==> config.mk <==
export PLATFORM = sky130hd
export DESIGN_NAME = lsu_ctrl
export DESIGN_NICKNAME = d
export VERILOG_FILES = /design/src/rtl/lsu_ctrl_pkg.sv /design/src/rtl/lsu_align.sv /design/src/rtl/lsu_ctrl.sv
export SDC_FILE = /design/constraint.sdc
export NUM_CORES = 1
export LEC_CHECK = 0
export BUFFER_PORTS_ARGS = -buffer_cell sky130_fd_sc_hd__buf_2
export CAP_MARGIN = 10
export CELL_PAD_IN_SITES_DETAIL_PLACEMENT = 2
export CELL_PAD_IN_SITES_GLOBAL_PLACEMENT = 2
export CORE_ASPECT_RATIO = 0.5
export CORE_MARGIN = 2
export CORE_UTILIZATION = 31
export CTS_CLUSTER_DIAMETER = 120
export DETAILED_ROUTE_END_ITERATION = 8
export PLACE_DENSITY = 0.76
export SLEW_MARGIN = 20
export SYNTH_ARGS = -nofsm -noshare
export SYNTH_HDL_FRONTEND = slang
export SYNTH_HIERARCHICAL = 1
export SYNTH_SLANG_ARGS = --single-unit
==> constraint.sdc <==
create_clock -name clk -period 2.9 [get_ports clk]
set_clock_uncertainty 0.2 [all_clocks]
set_input_delay 0.145 -clock clk [delete_from_list [all_inputs] [get_ports clk]]
set_output_delay 0.145 -clock clk [all_outputs]
set_load 0.01 [all_outputs]
==> src/rtl/lsu_ctrl_pkg.sv <==
// Shared encodings for the load/store unit: access sizes, exception causes, FSM states.
// Latency: n/a (types, constants and pure helper functions only).
// Backpressure: n/a.
package lsu_ctrl_pkg;

   // Access size encodings as carried on req_size_i
   localparam logic [1:0] LSU_SZ_B = 2'd0;
   localparam logic [1:0] LSU_SZ_H = 2'd1;
   localparam logic [1:0] LSU_SZ_W = 2'd2;
   localparam logic [1:0] LSU_SZ_D = 2'd3;

   // Exception cause codes as reported on exc_cause_o
   localparam logic [1:0] LSU_EXC_NONE        = 2'd0;
   localparam logic [1:0] LSU_EXC_LD_MISALIGN = 2'd1;
   localparam logic [1:0] LSU_EXC_ST_MISALIGN = 2'd2;
   localparam logic [1:0] LSU_EXC_ACCESS      = 2'd3;

   typedef enum logic [2:0] {
      LSU_IDLE  = 3'd0,
      LSU_REQ   = 3'd1,
      LSU_WAIT  = 3'd2,
      LSU_REQ2  = 3'd3,
      LSU_WAIT2 = 3'd4,
      LSU_RESP  = 3'd5
   } lsu_state_e;

   // Byte-enable width for a given data width
   function automatic int lsu_be_w(input int data_w);
      return data_w / 8;
   endfunction

   // Number of bytes touched by an access of the given size
   function automatic int unsigned lsu_size_bytes(input logic [1:0] size);
      return 32'd1 << size;
   endfunction

   // Address offset not a multiple of the access size
   function automatic logic lsu_misaligned(input logic [1:0] size, input logic [2:0] off);
      logic mis;
      case (size)
         LSU_SZ_B: mis = 1'b0;
         LSU_SZ_H: mis = off[0];
         LSU_SZ_W: mis = |off[1:0];
         default:  mis = |off;
      endcase
      return mis;
   endfunction

   // Dword accesses only exist on a 64-bit bus
   function automatic logic lsu_size_illegal(input logic [1:0] size, input int data_w);
      return (size == LSU_SZ_D) && (data_w != 64);
   endfunction

endpackage

==> src/rtl/lsu_align.sv <==
// Byte-lane alignment: byte enables and store lane shift over a two-beat window, load extraction/extension.
// Latency: purely combinational.
// Backpressure: none; outputs follow inputs.
// Ports: size_i/offset_i/unsigned_i describe the access; wdata_i is right-justified store data;
//        rdata_i is the two-beat read assembly {beat1, beat0}; be_o/wdata_o span both beats
//        (low half = first beat); rdata_o is the extended load result.
module lsu_align
   import lsu_ctrl_pkg::*;
#(
   parameter int DATA_W = 32,
   localparam int BE_W  = DATA_W / 8,
   localparam int OFF_W = $clog2(DATA_W / 8)
) (
   input  logic [1:0]          size_i,
   input  logic [OFF_W-1:0]    offset_i,
   input  logic                unsigned_i,
   input  logic [DATA_W-1:0]   wdata_i,
   input  logic [2*DATA_W-1:0] rdata_i,
   output logic [2*BE_W-1:0]   be_o,
   output logic [2*DATA_W-1:0] wdata_o,
   output logic [DATA_W-1:0]   rdata_o
);

   logic [2*BE_W-1:0]   mask;
   logic [2*DATA_W-1:0] rd_shift;
   logic [DATA_W-1:0]   raw;
   logic [DATA_W-1:0]   keep;
   logic                sbit;
   int unsigned         nbytes;

   always_comb begin
      nbytes   = lsu_size_bytes(size_i);
      mask     = (2*BE_W)'((1 << nbytes) - 1);
      // Shifting across a double-width window lets an access that crosses a
      // word boundary spill its upper bytes into the second beat.
      be_o     = mask << offset_i;
      wdata_o  = {{DATA_W{1'b0}}, wdata_i} << {offset_i, 3'b000};
      rd_shift = rdata_i >> {offset_i, 3'b000};
      raw      = rd_shift[DATA_W-1:0];
      // Shifting all-ones by >= DATA_W yields zero, so a full-width access keeps every bit.
      keep     = ~({DATA_W{1'b1}} << (nbytes * 8));
      case (size_i)
         LSU_SZ_B: sbit = raw[7];
         LSU_SZ_H: sbit = raw[15];
         LSU_SZ_W: sbit = raw[31];
         default:  sbit = raw[DATA_W-1];
      endcase
      rdata_o  = (raw & keep) | (~keep & {DATA_W{sbit & ~unsigned_i}});
   end

endmodule

==> src/rtl/lsu_ctrl.sv <==
// Multi-cycle load/store unit between EX/MEM and a req/gnt/rvalid data bus, with split, timeout and flush.
// Latency: aligned 3 cycles, split 5 cycles, misalign exception 1 cycle (gnt immediate, rvalid one cycle later).
// Backpressure: req_ready_o only in IDLE; stall_o holds the pipeline while busy; bus request held until gnt.
// Ports: clk/rst (async, active-low); req_* request from MEM stage; flush_i discards the access;
//        bus_* data bus; resp_valid_o/wd_o/wreg_o/wdata_o write-back; exc_* exception report.
module lsu_ctrl
   import lsu_ctrl_pkg::*;
#(
   parameter int DATA_W           = 32,
   parameter int ADDR_W           = 32,
   parameter int SPLIT_MISALIGNED = 0,
   parameter int TIMEOUT_CYC      = 255
) (
   input  logic                  clk,
   input  logic                  rst,
   input  logic                  req_valid_i,
   output logic                  req_ready_o,
   input  logic                  req_we_i,
   input  logic [1:0]            req_size_i,
   input  logic                  req_unsigned_i,
   input  logic [ADDR_W-1:0]     req_addr_i,
   input  logic [DATA_W-1:0]     req_wdata_i,
   input  logic [4:0]            req_wd_i,
   input  logic                  flush_i,
   output logic                  stall_o,
   output logic                  bus_req_o,
   input  logic                  bus_gnt_i,
   output logic                  bus_we_o,
   output logic [ADDR_W-1:0]     bus_addr_o,
   output logic [DATA_W/8-1:0]   bus_be_o,
   output logic [DATA_W-1:0]     bus_wdata_o,
   input  logic                  bus_rvalid_i,
   input  logic [DATA_W-1:0]     bus_rdata_i,
   input  logic                  bus_err_i,
   output logic                  resp_valid_o,
   output logic [4:0]            wd_o,
   output logic                  wreg_o,
   output logic [DATA_W-1:0]     wdata_o,
   output logic                  exc_o,
   output logic [1:0]            exc_cause_o,
   output logic [ADDR_W-1:0]     exc_addr_o
);

   localparam int BE_W  = lsu_be_w(DATA_W);
   localparam int OFF_W = $clog2(BE_W);
   localparam int CNT_W = (TIMEOUT_CYC > 1) ? $clog2(TIMEOUT_CYC) : 1;

   lsu_state_e          state_q, state_d;
   logic                we_q, we_d;
   logic [1:0]          size_q, size_d;
   logic                uns_q, uns_d;
   logic [ADDR_W-1:0]   addr_q, addr_d;
   logic [DATA_W-1:0]   wdata_q, wdata_d;
   logic [4:0]          wd_q, wd_d;
   logic                exc_q, exc_d;
   logic [1:0]          cause_q, cause_d;
   logic                flushed_q, flushed_d;
   logic [2*DATA_W-1:0] asm_q, asm_d;
   logic [CNT_W-1:0]    cnt_q, cnt_d;

   logic [2*BE_W-1:0]   be2;
   logic [2*DATA_W-1:0] wlane2;
   logic [DATA_W-1:0]   ld_data;
   logic                accept;
   logic                bad_size;
   logic                misal;
   logic                split;
   logic                tmo;
   logic                in_req;
   logic                in_bus;
   logic                kill;
   logic [ADDR_W-1:0]   addr_al;

   // Alignment works on latched fields so bus outputs stay stable while waiting for gnt.
   lsu_align #(.DATA_W(DATA_W)) u_align (
      .size_i     (size_q),
      .offset_i   (addr_q[OFF_W-1:0]),
      .unsigned_i (uns_q),
      .wdata_i    (wdata_q),
      .rdata_i    (asm_q),
      .be_o       (be2),
      .wdata_o    (wlane2),
      .rdata_o    (ld_data)
   );

   always_comb begin
      accept   = req_valid_i & req_ready_o;
      bad_size = lsu_size_illegal(req_size_i, DATA_W);
      misal    = lsu_misaligned(req_size_i, 3'(req_addr_i[OFF_W-1:0]));
      // A second beat is only needed when the bytes actually cross into the next word.
      split    = (SPLIT_MISALIGNED != 0) && (|be2[2*BE_W-1:BE_W]);
      tmo      = (TIMEOUT_CYC != 0) && (cnt_q == CNT_W'(TIMEOUT_CYC - 1));
      in_req   = (state_q == LSU_REQ) || (state_q == LSU_REQ2);
      in_bus   = in_req || (state_q == LSU_WAIT) || (state_q == LSU_WAIT2);
      kill     = flush_i | flushed_q;
      addr_al  = addr_q & ~ADDR_W'(BE_W - 1);
   end

   // Next state and request latch
   always_comb begin
      state_d   = state_q;
      we_d      = we_q;
      size_d    = size_q;
      uns_d     = uns_q;
      addr_d    = addr_q;
      wdata_d   = wdata_q;
      wd_d      = wd_q;
      exc_d     = exc_q;
      cause_d   = cause_q;
      flushed_d = flushed_q;
      asm_d     = asm_q;
      case (state_q)
         LSU_IDLE: begin
            if (accept) begin
               we_d      = req_we_i;
               size_d    = req_size_i;
               uns_d     = req_unsigned_i;
               addr_d    = req_addr_i;
               wdata_d   = req_wdata_i;
               wd_d      = req_wd_i;
               asm_d     = '0;
               flushed_d = 1'b0;
               exc_d     = 1'b0;
               cause_d   = LSU_EXC_NONE;
               if (bad_size || (misal && (SPLIT_MISALIGNED == 0))) begin
                  exc_d   = 1'b1;
                  cause_d = req_we_i ? LSU_EXC_ST_MISALIGN : LSU_EXC_LD_MISALIGN;
                  state_d = LSU_RESP;
               end else begin
                  state_d = LSU_REQ;
               end
            end
         end
         LSU_REQ, LSU_REQ2: begin
            if (flush_i) begin
               state_d = LSU_IDLE;
            end else if (bus_gnt_i) begin
               state_d = (state_q == LSU_REQ) ? LSU_WAIT : LSU_WAIT2;
            end else if (tmo) begin
               exc_d   = 1'b1;
               cause_d = LSU_EXC_ACCESS;
               state_d = LSU_RESP;
            end
         end
         LSU_WAIT, LSU_WAIT2: begin
            // A granted beat must still be acknowledged, so a flush here only
            // marks the access as dead until the response arrives.
            if (flush_i) begin
               flushed_d = 1'b1;
            end
            if (bus_rvalid_i) begin
               if (kill) begin
                  state_d = LSU_IDLE;
               end else if (bus_err_i) begin
                  exc_d   = 1'b1;
                  cause_d = LSU_EXC_ACCESS;
                  state_d = LSU_RESP;
               end else if (state_q == LSU_WAIT) begin
                  asm_d[DATA_W-1:0] = bus_rdata_i;
                  state_d           = split ? LSU_REQ2 : LSU_RESP;
               end else begin
                  asm_d[2*DATA_W-1:DATA_W] = bus_rdata_i;
                  state_d                  = LSU_RESP;
               end
            end else if (tmo) begin
               if (kill) begin
                  state_d = LSU_IDLE;
               end else begin
                  exc_d   = 1'b1;
                  cause_d = LSU_EXC_ACCESS;
                  state_d = LSU_RESP;
               end
            end
         end
         LSU_RESP: state_d = LSU_IDLE;
         default:  state_d = LSU_IDLE;
      endcase
      // Timeout counts cycles spent in the current bus state only.
      if ((state_d != state_q) || !in_bus) begin
         cnt_d = '0;
      end else begin
         cnt_d = cnt_q + CNT_W'(1);
      end
   end

   always_ff @(posedge clk or negedge rst) begin
      if (!rst) begin
         state_q   <= LSU_IDLE;
         we_q      <= 1'b0;
         size_q    <= 2'd0;
         uns_q     <= 1'b0;
         addr_q    <= '0;
         wdata_q   <= '0;
         wd_q      <= 5'd0;
         exc_q     <= 1'b0;
         cause_q   <= 2'd0;
         flushed_q <= 1'b0;
         asm_q     <= '0;
         cnt_q     <= '0;
      end else begin
         state_q   <= state_d;
         we_q      <= we_d;
         size_q    <= size_d;
         uns_q     <= uns_d;
         addr_q    <= addr_d;
         wdata_q   <= wdata_d;
         wd_q      <= wd_d;
         exc_q     <= exc_d;
         cause_q   <= cause_d;
         flushed_q <= flushed_d;
         asm_q     <= asm_d;
         cnt_q     <= cnt_d;
      end
   end

   // Outputs
   always_comb begin
      req_ready_o  = (state_q == LSU_IDLE) & ~flush_i;
      resp_valid_o = (state_q == LSU_RESP) & ~flush_i;
      stall_o      = (state_q != LSU_IDLE) & ~resp_valid_o;
      bus_req_o    = in_req & ~flush_i;
      bus_we_o     = 1'b0;
      bus_addr_o   = '0;
      bus_be_o     = '0;
      bus_wdata_o  = '0;
      if (state_q == LSU_REQ) begin
         bus_we_o    = we_q;
         bus_addr_o  = addr_al;
         bus_be_o    = be2[BE_W-1:0];
         bus_wdata_o = wlane2[DATA_W-1:0];
      end else if (state_q == LSU_REQ2) begin
         bus_we_o    = we_q;
         bus_addr_o  = addr_al + ADDR_W'(BE_W);
         bus_be_o    = be2[2*BE_W-1:BE_W];
         bus_wdata_o = wlane2[2*DATA_W-1:DATA_W];
      end
      wd_o        = resp_valid_o ? wd_q : 5'd0;
      wreg_o      = resp_valid_o & ~we_q & ~exc_q;
      wdata_o     = wreg_o ? ld_data : '0;
      exc_o       = resp_valid_o & exc_q;
      exc_cause_o = exc_o ? cause_q : 2'd0;
      exc_addr_o  = exc_o ? addr_q : '0;
   end

endmodule

* Word-level counts from Yosys, hierarchy flattened
Cells that the tools add are included.
Widths: inputs -> output; s select.
** Word-level totals
- Register bits :: 152
- Input bits :: 112
- Output and inout bits :: 146
- Word-level logic and storage cells :: 142
** Operators by class
- Add/subtract/negate cells :: 3
- Eq/ne operators :: 22
- Shift-type cells :: 6
- Multiplexer cells :: 58
- Bitwise operators :: 20
- Reductions and logical operators :: 20
** Operators by type and width (count)
- $mux 32 :: 8
- $mux 64 :: 4
- $pmux 64 s2 :: 1
- $and 32x32->32 :: 2
- $not 32->32 :: 2
- $shl 32x5->64 :: 1
- $shr 64x5->32 :: 1
- $add 32x3->32 const B :: 1
- $or 32x32->32 :: 1
- $shl 1x2->32 const A :: 1
- $shl 1x32->8 const A :: 1
- $shl 32x32->32 const A :: 1
- $mux 3 :: 9
- $mux 2 :: 12
- $ne 2x2->1 const B :: 10
- $mux 1 :: 14
- $reduce_and 6->1 :: 2
- $and 1x1->1 :: 9
- $pmux 3 s3 :: 1
- $add 8x1->8 const B :: 1
- $eq 8x8->1 const B :: 1
- $mux 4 :: 2
- $mux 8 :: 1
- $reduce_and 8->1 :: 1
- 24 further kinds :: 42

* Longest topological paths before layout
Gate-level depths: netlist of run 1.
- Depth in word-level cells :: 9
- Depth in mapped cells :: 8
- Gate-level depth less buffers :: 7

* Modules after synthesis
Netlist of run 1, hierarchy kept.
** Modules (own cells, without submodules)
- lsu_ctrl :: instances 1, cells each 991, area an instance 8162.8 sq um, sequential area each 3803.6 sq um
- lsu_align :: instances 1, cells each 245, area an instance 2102.0 sq um, sequential area each 0.0 sq um

* Worst setup path after synthesis of run 1
Ideal clock, no wire load.
- Path type :: register to register
- Start :: register state_q[2]
- End :: register asm_q[53]
- Arrival :: 1.764 ns
- Data required time :: 2.574 ns
- Setup slack :: 0.810 ns
- Cell stages (with the launch flop) :: 7
- Clock period less this slack :: 2.090 ns
- Cell sequence :: dfrtp_1 buf_6 nor4_4 nand2_2 a211oi_4 clkbuf_2 o21ai_0
** On the way
- Word-level cells in the longest chain between the ends :: 5
- Elaborated cells on any way between the ends :: 14
- Those cells by class :: eq/ne: 7; mux: 1; bitwise: 2; reduce/logical: 4
** RTL lines
- from (decl) :: line lsu_ctrl.sv:48 : lsu_state_e state_q, state_d;
- from (signal assigned) :: line lsu_ctrl.sv:201 : state_q <= state_d;
- $logic_not 3->1 :: line lsu_ctrl.sv:218 : req_ready_o = (state_q == LSU_IDLE) & ~flush_i;
- $and 1x1->1 :: line lsu_ctrl.sv:218
- via req_ready_o :: line lsu_ctrl.sv:17 : output logic req_ready_o,
- $and 1x1->1 :: line lsu_ctrl.sv:87 : accept = req_valid_i & req_ready_o;
- $ne 2x2->1 (no line)
- $reduce_and 6->1 (no line)
- to (signal assigned) :: line lsu_ctrl.sv:211 : asm_q <= asm_d;
- to (decl) :: line lsu_ctrl.sv:58 : logic [2*DATA_W-1:0] asm_q, asm_d;
The timed path passes the listed nets, and every way through them passes these cells.
A chain may end at the register's enable or synchronous reset.

* Final worst setup path of run 1
- Start :: register state_q[1]
- End :: output wdata_o[31]
** On the way
- Word-level cells in the longest chain between the ends :: 5
** RTL lines
- $eq 3x3->1 :: line lsu_ctrl.sv:219 : resp_valid_o = (state_q == LSU_RESP) & ~flush_i;
- $and 1x1->1 :: line lsu_ctrl.sv:219
- $and 1x1->1 (2 in a row) :: line lsu_ctrl.sv:238 : wreg_o = resp_valid_o & ~we_q & ~exc_q;
- $mux 32 :: line lsu_ctrl.sv:239 : wdata_o = wreg_o ? ld_data : '0;
- to (decl) :: line lsu_ctrl.sv:38 : output logic [DATA_W-1:0] wdata_o,
No other way between the ends.

==> Flow_metrics.wiki, run 1 <==
{| class="wikitable"
! Metric !! Value
|-
| Clock root buffer || sky130_fd_sc_hd__clkbuf_16
|-
| Critical path capture point type || primary output
|-
| Maximum operating frequency || about 360 MHz
|-
| Std-Cell Rows || between 40 and 50
|-
| Via/cell ratio || 5.16
|-
| Beginning of the worst hold path || flush_i
|-
| Depth of the CTS H-tree || 4
|-
| Endpoint of the worst hold path || flushed_q
|-
| Vias in the first global route || ~11000
|-
| Hold Fails Final Rpt || 0
|-
| Weighted congestion at the end of routability-driven global placement || 0.813
|-
| Count of buffers inserted at the top-level ports || roughly 260
|-
| Fraction of power consumed by the clock network || a little under a fifth
|-
| Number of clock buffers inserted by TritonCTS || 17
|-
| Tightest Pin Transition || between 0.8 and 0.9 ns
|-
| Maximum VDD drop || about 0.36 mV
|-
| First-pass GRT wire length || roughly 66000 um
|-
| Max-cap violations || 0
|-
| FILL cells || roughly 3600
|-
| Worst EP arrival || 2.44 ns
|-
| R2R Path End || cnt_q[3]
|-
| Drt first-iter violations || about 570
|-
| R2R setup slack || ~0.26 ns
|-
| Pins over their slew limit || 0
|-
| Count of yosys warnings during synthesis || 6
|-
| Synthesized area divided by synthesized cell count || around 8.3 um2
|-
| Area growth from synthesis to final layout || 34.6%
|-
| Clock sink count || around 140
|-
| Hold WC Path Type || input pin to flop
|-
| Total number of vias || between 10000 and 15000
|-
| Post-route clock period utilization || 95.9%
|-
| Highest fanout seen on the critical path || 33
|-
| TritonCTS clock tree || yes
|-
| Worst rel slew slack || a little over two fifths
|-
| RR Startpoint || state_q[1]
|-
| Global-route usage over all layers || between 20% and 30%
|-
| DR WL/cell || 21.5 um
|-
| DIE WIDTH || between 200 and 300 um
|-
| Critical path start-end classification || flop to primary output
|-
| CORE AREA || about 32000 um2
|-
| Pwr Density || roughly 940 nW/um2
|-
| Type of element launching the critical path || flop
|-
| Final Cell Area || roughly 13000 um2
|-
| Share of cells above drive strength 1 || a little over a quarter
|-
| Synthesized instance count || around 1200
|-
| FF/Latch Area || 3610 um2
|-
| Multi-input combinational cell area || around 5600 um2
|-
| Post-route antenna net violation count || 0
|-
| Die height || roughly 130 um
|-
| Dpl cell area || approximately 12000 um2
|-
| Depth of the worst register-to-register path || 5
|-
| Die area || around 34000 um2
|-
| Clock insertion delay at the later pin of the skew report || approximately 0.44 ns
|-
| Count of cells along the worst hold path || 3
|-
| Setup repair after global routing missed its margin || false
|-
| Detailed Route WL || between 40000 and 50000 um
|-
| Sequential group share of total power || 33.6%
|-
| Maximum buffer depth of the clock tree || 2
|-
| Switching power summed over all nets || 5710 uW
|-
| Final critical path time including I/O delays and setup || 2.78 ns
|-
| Outcome || finished clean
|-
| Total number of nets in the final design || approximately 1600
|-
| Comb pwr share || 47.4%
|-
| Detailed Place HPWL || 27600 um
|-
| Data required time of the worst path || 2.56 ns
|-
| Pin count of the biggest net entering global routing || between 70 and 80
|-
| Starting utilization of the core area || 31.4%
|-
| Fin Setup TNS || 0 ns
|-
| Final setup violation count || 0
|-
| Number of antenna violations at the first check in global routing || 1
|-
| IO Pins || around 260
|-
| Cell area after synthesis || approximately 10000 um2
|-
| Sw frac || between 40 and 50%
|-
| Global-route congestion overflow total || 0
|-
| Internal || about 7000 uW
|-
| Drc violations || 0
|-
| Clock-pin slew of the registers on the worst-case setup and hold paths || around 0.06 ns
|-
| Leak pwr || 0.00648 uW
|-
| Detailed Routing Iterations Pass 1 || 4
|}
[cell type report]
| class | instances | share of cell area (%) |
|---|---|---|
| diodes | 2 | 0.0373 |
| clock buffers | 20 | 3.33 |
| clock inverters | 11 | 1.23 |
| inverters | 62 | 1.74 |
| multi-input cells | 898 | 41.7 |
| flip-flops and latches | 144 | 27.0 |
| well taps | 432 | 4.03 |
| repair buffers | 407 | 21.0 |
[worst max-delay path, stage by stage (launching register included)]
cell and delay [ns]:
sky130_fd_sc_hd__dfrtp_2 0.59, sky130_fd_sc_hd__buf_4 0.29, sky130_fd_sc_hd__nor4_2 0.36, sky130_fd_sc_hd__buf_4 0.36, sky130_fd_sc_hd__and2_1 0.21, sky130_fd_sc_hd__buf_2 0.16
[repair_timing]
item	4_1_cts	5_1_grt
resized for setup	3	3
endpoints found under the hold margin	208	0
setup buffers	2	8
hold buffers	108	0
pin swaps	1	1
setup endpoints to repair	17	34
[cells in the final DEF, fill, tap and decap left out, types with 18 or more instances in the layout]
| master | count |
|---|---|
| sky130_fd_sc_hd__inv_1 | 62 |
| sky130_fd_sc_hd__mux4_2 | 34 |
| sky130_fd_sc_hd__nand2_1 | 267 |
| sky130_fd_sc_hd__buf_2 | 254 |
| sky130_fd_sc_hd__and3_1 | 50 |
| sky130_fd_sc_hd__dlygate4sd3_1 | 108 |
| sky130_fd_sc_hd__o21ai_0 | 69 |
| sky130_fd_sc_hd__nand4_1 | 18 |
| sky130_fd_sc_hd__nor2_1 | 100 |
| sky130_fd_sc_hd__mux2i_1 | 61 |
| sky130_fd_sc_hd__and2_1 | 48 |
| sky130_fd_sc_hd__buf_4 | 34 |
| sky130_fd_sc_hd__xor2_1 | 27 |
| sky130_fd_sc_hd__dfrtp_1 | 140 |
| sky130_fd_sc_hd__nand3_1 | 69 |
[registers in the layout (all words and copies together), names as in the netlist, 2 cells and up]
register and cells:
addr_q 32, cause_q 2, wdata_q 32, size_q 2, state_q 3, asm_q 56, wd_q 5, cnt_q 8
[metrics by stage]
stage	power [uW]	util (%)	cells	hold slack (ns)	worst slack (ns)
4_1_cts	12500	42.1	1966	0.000132	0.000677
3_3_place_gp	9440	36.6	1825	0.0463	0.517
6_report	12700	42.3	1976	0.0289	0.118
5_1_grt	13500	42.3	1975	0.0356	0.0113
3_5_place_dp	9840	36.6	1825	0.0631	0.357
2_1_floorplan	7820	-	1212	-0.351	0.820
[routing by layer]
layer	part of all wire [%]	wire, um	track usage (%)	up-vias
li1	-	-	-	4686
met1	42	18000	30.3	5191
met2	52	21900	46.2	233
met3	3.0	1260	3.80	77
met4	3.1	1300	10.9	0
met5	0	0	0	-
[how the worst max path moves through the flow]
stage | startpoint | endpoint | slack, ns | depth (start not counted)
floorplan | state_q[2] | asm_q[10] | 0.82 | 6
global placement | addr_q[0] | bus_wdata_o[14] | 0.52 | 6
detailed placement | state_q[1] | cnt_q[3] | 0.36 | 5
CTS | size_q[0] | wdata_o[17] | 0.0007 | 6
global route | size_q[0] | wdata_o[18] | 0.01 | 6
finish | state_q[1] | wdata_o[31] | 0.12 | 5
[power by group through the flow]
stage | registers [uW] | logic (uW) | clock network (uW)
6_report | 4250 | 6000 | 2410
5_1_grt | 4390 | 6610 | 2540
4_1_cts | 4260 | 5780 | 2430
3_5_place_dp | 4320 | 5520 | 0
3_3_place_gp | 4190 | 5250 | 0
2_1_floorplan | 3570 | 4250 | 0
Note: power is estimated with default switching activity, not from simulation.
==> run 2, diff against run 1 <==
CTS_BUF_LIST = sky130_fd_sc_hd__clkbuf_16   (was default)
==> run 2 against run 1 <==
Combinational power about the same. Largest power group unchanged. Non-clock buffer count decreased by 1. Die area unchanged. Critical path type unchanged. Routed wire length increased by 0.11%. Final cell count about the same. Register-to-register slack about the same. Power decreased by 0.19%.
==> Flow_metrics.wiki, run 2 (synthesis results as in run 1) <==
{| class="wikitable"
! Metric !! Value
|-
| Detailed Place HPWL || ~28000 um
|-
| Die area || around 34000 um2
|-
| Setup repair after global routing missed its margin || true
|-
| Post-layout util || 42.3%
|-
| Drt first-iter violations || ~590
|-
| Commonest non-fill, non-tap cells in the layout || sky130_fd_sc_hd__nand2_1 (267), sky130_fd_sc_hd__buf_2 (254), sky130_fd_sc_hd__dfrtp_1 (139)
|-
| R2R setup slack || roughly 0.27 ns
|-
| CORE AREA || around 32000 um2
|-
| Area growth from synthesis to final layout || 34.5%
|-
| Endpoint of the worst hold path || flushed_q
|-
| Vias in the first global route || around 11000
|-
| Number of antenna violations at the first check in global routing || 1
|-
| Data required time of the worst path || between 2 and 3 ns
|-
| Count of cells along the worst hold path || 3
|-
| Met3 wire length || 1480 um
|-
| Type of element launching the critical path || flop
|-
| Final setup violation count || 0
|-
| Global-route congestion overflow total || 0
|-
| Leak pwr || 0.00648 uW
|-
| Std-Cell Rows || 46
|-
| Routed met1 length || 17900 um
|-
| Final critical path time including I/O delays and setup || roughly 2.8 ns
|-
| Depth of the CTS H-tree || 4
|-
| TritonCTS clock tree || yes
|-
| FF/Latch Area || ~3600 um2
|-
| Detailed Routing Iterations Pass 1 || 5
|-
| Critical path capture point type || primary output
|-
| Pins over their slew limit || 0
|-
| Maximum buffer depth of the clock tree || 2
|-
| Depth of the worst register-to-register path || 5
|-
| Weighted congestion at the end of routability-driven global placement || slightly above 0.8
|-
| Hold Fails Final Rpt || 0
|-
| DIE WIDTH || about 260 um
|-
| Largest register FFs || 56
|-
| Clock root buffer || sky130_fd_sc_hd__clkbuf_16
|-
| R2R Path End || cnt_q[3]
|-
| Global-route usage over all layers || between 20% and 30%
|-
| Beginning of the worst hold path || flush_i
|-
| Clock-pin slew of the registers on the worst-case setup and hold paths || about 0.060 ns
|-
| Leading cell type in the layout, fill and taps excluded || sky130_fd_sc_hd__nand2_1
|-
| Total number of vias || about 10000
|-
| Clock insertion delay at the later pin of the skew report || 0.45 ns
|-
| Maximum VDD drop || ~0.36 mV
|-
| Starting utilization of the core area || 31.4%
|-
| Via/cell ratio || roughly 5.2
|-
| IO Pins || 258
|-
| Count of buffers inserted at the top-level ports || 255
|-
| Total number of nets in the final design || between 1500 and 2000
|-
| Highest fanout seen on the critical path || 33
|-
| Post-route clock period utilization || 96.0%
|-
| Tightest Pin Transition || 0.858 ns
|-
| Number of clock buffers inserted by TritonCTS || 17
|-
| RR Startpoint || state_q[1]
|-
| Clock sink count || 144
|-
| Share of cells above drive strength 1 || between 20% and 30%
|-
| Worst rel slew slack || a little over two fifths
|-
| Pin count of the biggest net entering global routing || 79
|-
| Final hold slack || approximately 0.017 ns
|-
| Post-route antenna net violation count || 0
|-
| Critical path start-end classification || flop to primary output
|-
| Outcome || finished clean
|-
| Biggest regs || asm_q (56), addr_q (32), wdata_q (32)
|-
| Die height || 131 um
|-
| Wire length on met2 || about 22000 um
|-
| Drc violations || 0
|-
| Maximum operating frequency || 359 MHz
|-
| Multi-input combinational cell area || ~5600 um2
|-
| FILL cells || between 3000 and 4000
|-
| Max-cap violations || 0
|-
| Highest metal layer with signal wires || met4
|-
| Worst EP arrival || roughly 2.4 ns
|-
| Hold WC Path Type || input pin to flop
|-
| Detailed Route WL || ~43000 um
|-
| Most flop-heavy register || asm_q
|-
| Pwr Density || about 940 nW/um2
|-
| First-pass GRT wire length || 65900 um
|-
| DR WL/cell || 21.5 um
|}
==> run 2: cell count changes in the layout (fill, tap and decap cells not counted), sizes merged <==
cell,previous run,this run
buf,299,298
clkbuf,20,17
clkinv,3,4
inv,62,64
==> run 2: where the power goes <==
| part | switching (uW) | total, uW | internal [uW] |
|---|---|---|---|
| clock | 958 | 2380 | 1420 |
| sequential | 1340 | 4260 | 2920 |
| combinational | 3420 | 5990 | 2570 |
==> run 2: final cells by class <==
type	instances	area share, %
multi-input combinational	898	41.8
sequential	144	27.0
timing repair buffer	406	20.9
tap	432	4.04
clock buffer	17	3.18
inverter	62	1.74
clock inverter	14	1.32
antenna	2	0.0374
==> run 2: worst max path at each step <==
stage | slack [ns] | startpoint | to
2_1_floorplan | 0.82 | state_q[2] | asm_q[10]
3_3_place_gp | 0.52 | addr_q[0] | bus_wdata_o[14]
3_5_place_dp | 0.36 | state_q[1] | cnt_q[3]
4_1_cts | 0.0007 | size_q[0] | wdata_o[17]
5_1_grt | -0.003 | addr_q[8] | bus_addr_o[28]
6_report | 0.12 | state_q[1] | wdata_o[31]
==> run 2: metal layers <==
layer,up-vias,track usage [%]
li1,4680,-
met4,0,10.8
met3,73,3.80
met1,5184,30.4
met5,-,0
met2,248,46.2
==> run 2: through the flow <==
step | setup WS, ns | power (uW) | instances | setup TNS, ns | instance area [um2]
after floorplan | 0.820 | 7820 | 1212 | 0 | 9980
after global placement | 0.517 | 9440 | 1825 | 0 | 11600
after detailed placement | 0.357 | 9840 | 1825 | 0 | 11600
after CTS | 0.000677 | 12400 | 1966 | 0 | 13300
after global routing | -0.00298 | 13500 | 1974 | -0.00298 | 13400
final | 0.116 | 12600 | 1975 | 0 | 13400
==> run 2: worst max-delay path: stages (launching register included) <==
cell and delay, ns:
sky130_fd_sc_hd__dfrtp_2 0.59, sky130_fd_sc_hd__buf_4 0.29, sky130_fd_sc_hd__nor4_2 0.36, sky130_fd_sc_hd__buf_4 0.36, sky130_fd_sc_hd__and2_1 0.21, sky130_fd_sc_hd__buf_2 0.16
==> run 2: repair_timing <==
action | CTS | global route
pin swaps | 1 | 0
setup buffers | 2 | 7
resized for setup | 3 | 4
hold endpoints to repair | 208 | 0
hold buffers | 108 | 0
setup endpoints to repair | 18 | 30
==> run 3, diff against run 2 <==
--- a/config.mk
+++ b/config.mk
@@ -16,4 +16,5 @@
 export CTS_CLUSTER_DIAMETER = 120
 export DETAILED_ROUTE_END_ITERATION = 8
+export HOLD_SLACK_MARGIN = 0.1
 export PLACE_DENSITY = 0.76
 export SLEW_MARGIN = 20
==> constraint.sdc (replaced) <==
create_clock -name clk -period 2.9 [get_ports clk]
set_clock_uncertainty 0.2 [all_clocks]
set_input_delay 0.29 -clock clk [delete_from_list [all_inputs] [get_ports clk]]
set_output_delay 0.29 -clock clk [all_outputs]
set_load 0.01 [all_outputs]
==> run 3 against run 2 <==
Power down 1.0%. Routed wire length down 4.7%. Sequential power down 3%. Clock power about the same. Via count down 0.81%. Sequential share of layout area down 0.095 points. Largest power group unchanged. Highest routed layer unchanged.
==> Flow_metrics.wiki, run 3 (synthesis results as in run 1) <==
{| class="wikitable"
! Metric !! Value
|-
| Biggest regs || asm_q (56), addr_q (32), wdata_q (32)
|-
| Max-cap violations || 0
|-
| GRT met1 Usage || a little under 30%
|-
| Count of buffers inserted at the top-level ports || 255
|-
| Internal || 6920 uW
|-
| Maximum operating frequency || about 350 MHz
|-
| CORE AREA || 31700 um2
|-
| Hold Fails Final Rpt || 0
|-
| Endpoint of the worst hold path || flushed_q
|-
| Critical path capture point type || primary output
|-
| Fraction of met2 tracks used by global routing || between 40% and 50%
|-
| Hold WC Path Type || input pin to flop
|-
| Leading cell type in the layout, fill and taps excluded || sky130_fd_sc_hd__nand2_1
|-
| Starting utilization of the core area || roughly a third
|-
| Total number of vias || ~10000
|-
| Die height || 131 um
|-
| Global-route usage over all layers || between 20 and 25%
|-
| Via/cell ratio || 5.10
|-
| IO Pins || roughly 260
|-
| Depth of the worst register-to-register path || 7
|-
| Vias in the first global route || 11200
|-
| Data required time of the worst path || 2.41 ns
|-
| Pwr Density || 930 nW/um2
|-
| Critical path start-end classification || flop to primary output
|-
| Outcome || finished clean
|-
| Sequential group share of total power || roughly 33%
|-
| Pins over their slew limit || 0
|-
| Share of cells above drive strength 1 || between 20% and 30%
|-
| Post-route clock period utilization || approximately 100%
|-
| Post-route antenna net violation count || 0
|-
| RR Startpoint || state_q[1]
|-
| Worst setup path start || addr_q[1]
|-
| R2R setup slack || around 0.20 ns
|-
| Worst EP arrival || 2.33 ns
|-
| Count of cells along the worst hold path || 3
|-
| Beginning of the worst hold path || flush_i
|-
| Pin count of the biggest net entering global routing || 79
|-
| Met3 routing resource usage after global routing || ~4.1%
|-
| Final hold slack || between 0.15 and 0.2 ns
|-
| Switching power summed over all nets || approximately 5600 uW
|-
| Fraction of power consumed by the clock network || between 10% and 20%
|-
| Clock insertion delay at the later pin of the skew report || 0.44 ns
|-
| TritonCTS clock tree || yes
|-
| Total number of nets in the final design || between 1500 and 2000
|-
| First-pass GRT wire length || roughly 63000 um
|-
| FILL cells || 3539
|-
| Type of element launching the critical path || flop
|-
| Most flop-heavy register || asm_q
|-
| R2R Path End || asm_q[24]
|-
| Global-route congestion overflow total || 0
|-
| Depth of the CTS H-tree || 4
|-
| Detailed Place HPWL || ~27000 um
|-
| Post-layout util || 42.5%
|-
| DR WL/cell || between 20 and 25 um
|-
| Leak pwr || 0.00649 uW
|-
| Comb pwr share || 47.6%
|-
| Maximum VDD drop || around 0.37 mV
|-
| Worst rel slew slack || a little over two fifths
|-
| Detailed Routing Iterations Pass 1 || 4
|-
| Clock sink count || 144
|-
| Commonest non-fill, non-tap cells in the layout || sky130_fd_sc_hd__nand2_1 (266), sky130_fd_sc_hd__buf_2 (254), sky130_fd_sc_hd__dfrtp_1 (138)
|-
| Sw frac || between 40 and 50%
|-
| Number of antenna violations at the first check in global routing || 4
|-
| Drt first-iter violations || ~480
|-
| Weighted congestion at the end of routability-driven global placement || between 0.7 and 0.8
|-
| Clock root buffer || sky130_fd_sc_hd__clkbuf_16
|-
| Total power draw || about 13000 uW
|-
| Most crowded layer after global routing || met2
|-
| Maximum buffer depth of the clock tree || 2
|-
| Std-Cell Rows || 46
|-
| Final critical path time including I/O delays and setup || 2.82 ns
|-
| Largest register FFs || 56
|-
| Number of clock buffers inserted by TritonCTS || 17
|-
| Clock-pin slew of the registers on the worst-case setup and hold paths || roughly 0.060 ns
|-
| Final setup violation count || 0
|-
| DIE WIDTH || between 200 and 300 um
|-
| Tightest Pin Transition || between 0.8 and 0.9 ns
|-
| Detailed Route WL || around 40000 um
|-
| Drc violations || 0
|-
| Area growth from synthesis to final layout || 35.1%
|-
| Highest fanout seen on the critical path || 36
|-
| Die area || 33600 um2
|}
## run 3: cell count changes in the layout (fill, tap and decap cells not counted), sizes merged
cell	before	now
buf	298	300
clkinv	4	9
clkinvlp	4	1
diode	2	5
dlygate4sd3	108	107
inv	64	63
## run 3: layout make-up
cell class	count	area [um2]	share of cell area (%)
Multi-Input combinational cell	898	5590	41.6
Sequential cell	144	3620	26.9
Timing Repair Buffer	407	2840	21.1
Tap cell	432	541	4.02
Clock buffer	17	425	3.16
Inverter	62	233	1.73
Clock inverter	15	191	1.42
Antenna cell	5	12.5	0.0930
## run 3: worst max path at each step
stage	to	slack, ns	cells past startpoint
after floorplan	wdata_o[21]	0.78	6
after global placement	exc_addr_o[3]	0.46	5
after detailed placement	asm_q[6]	0.38	6
after CTS	wdata_o[13]	-0.02	6
after global routing	bus_addr_o[28]	-0.005	8
final	bus_wdata_o[5]	0.08	6
## run 3: worst max-delay path, cell delays in order, from the launching register on
cell,delay [ns]
sky130_fd_sc_hd__dfrtp_4,0.54
sky130_fd_sc_hd__buf_12,0.23
sky130_fd_sc_hd__mux2_2,0.37
sky130_fd_sc_hd__a22o_1,0.23
sky130_fd_sc_hd__mux2i_1,0.27
sky130_fd_sc_hd__nor2_1,0.09
sky130_fd_sc_hd__buf_2,0.15
## run 3: power by group through the flow
| stage | sequential (uW) | combinational [uW] | clock [uW] |
|---|---|---|---|
| floorplan | 3570 | 4250 | 0 |
| global placement | 4100 | 5350 | 0 |
| detailed placement | 4180 | 5600 | 0 |
| CTS | 4150 | 5820 | 2460 |
| global route | 4310 | 6560 | 2550 |
| finish | 4140 | 5960 | 2400 |
## run 3: what timing repair did
action | in CTS | in global routing
endpoints found under the setup margin | 55 | 60
pin swaps | 1 | 1
setup buffers | 2 | 6
endpoints found under the hold margin | 205 | 0
resized for setup | 4 | 8
hold buffers | 107 | 0
## run 3: metrics by stage
step / setup TNS (ns) / worst slack, ns / std cells / instance area, um2
global route: -0.00476 / -0.00476 / 1980 / 13400
CTS: -0.0705 / -0.0184 / 1969 / 13400
floorplan: 0 / 0.779 / 1212 / 9980
detailed placement: 0 / 0.376 / 1828 / 11600
finish: 0 / 0.0764 / 1980 / 13400
global placement: 0 / 0.458 / 1828 / 11600
## run 3: per-layer routing
metal	vias up	part of all wire, %
met2	219	52
met4	0	2.9
li1	4689	-
met5	-	0
met1	5123	42
met3	72	3.3
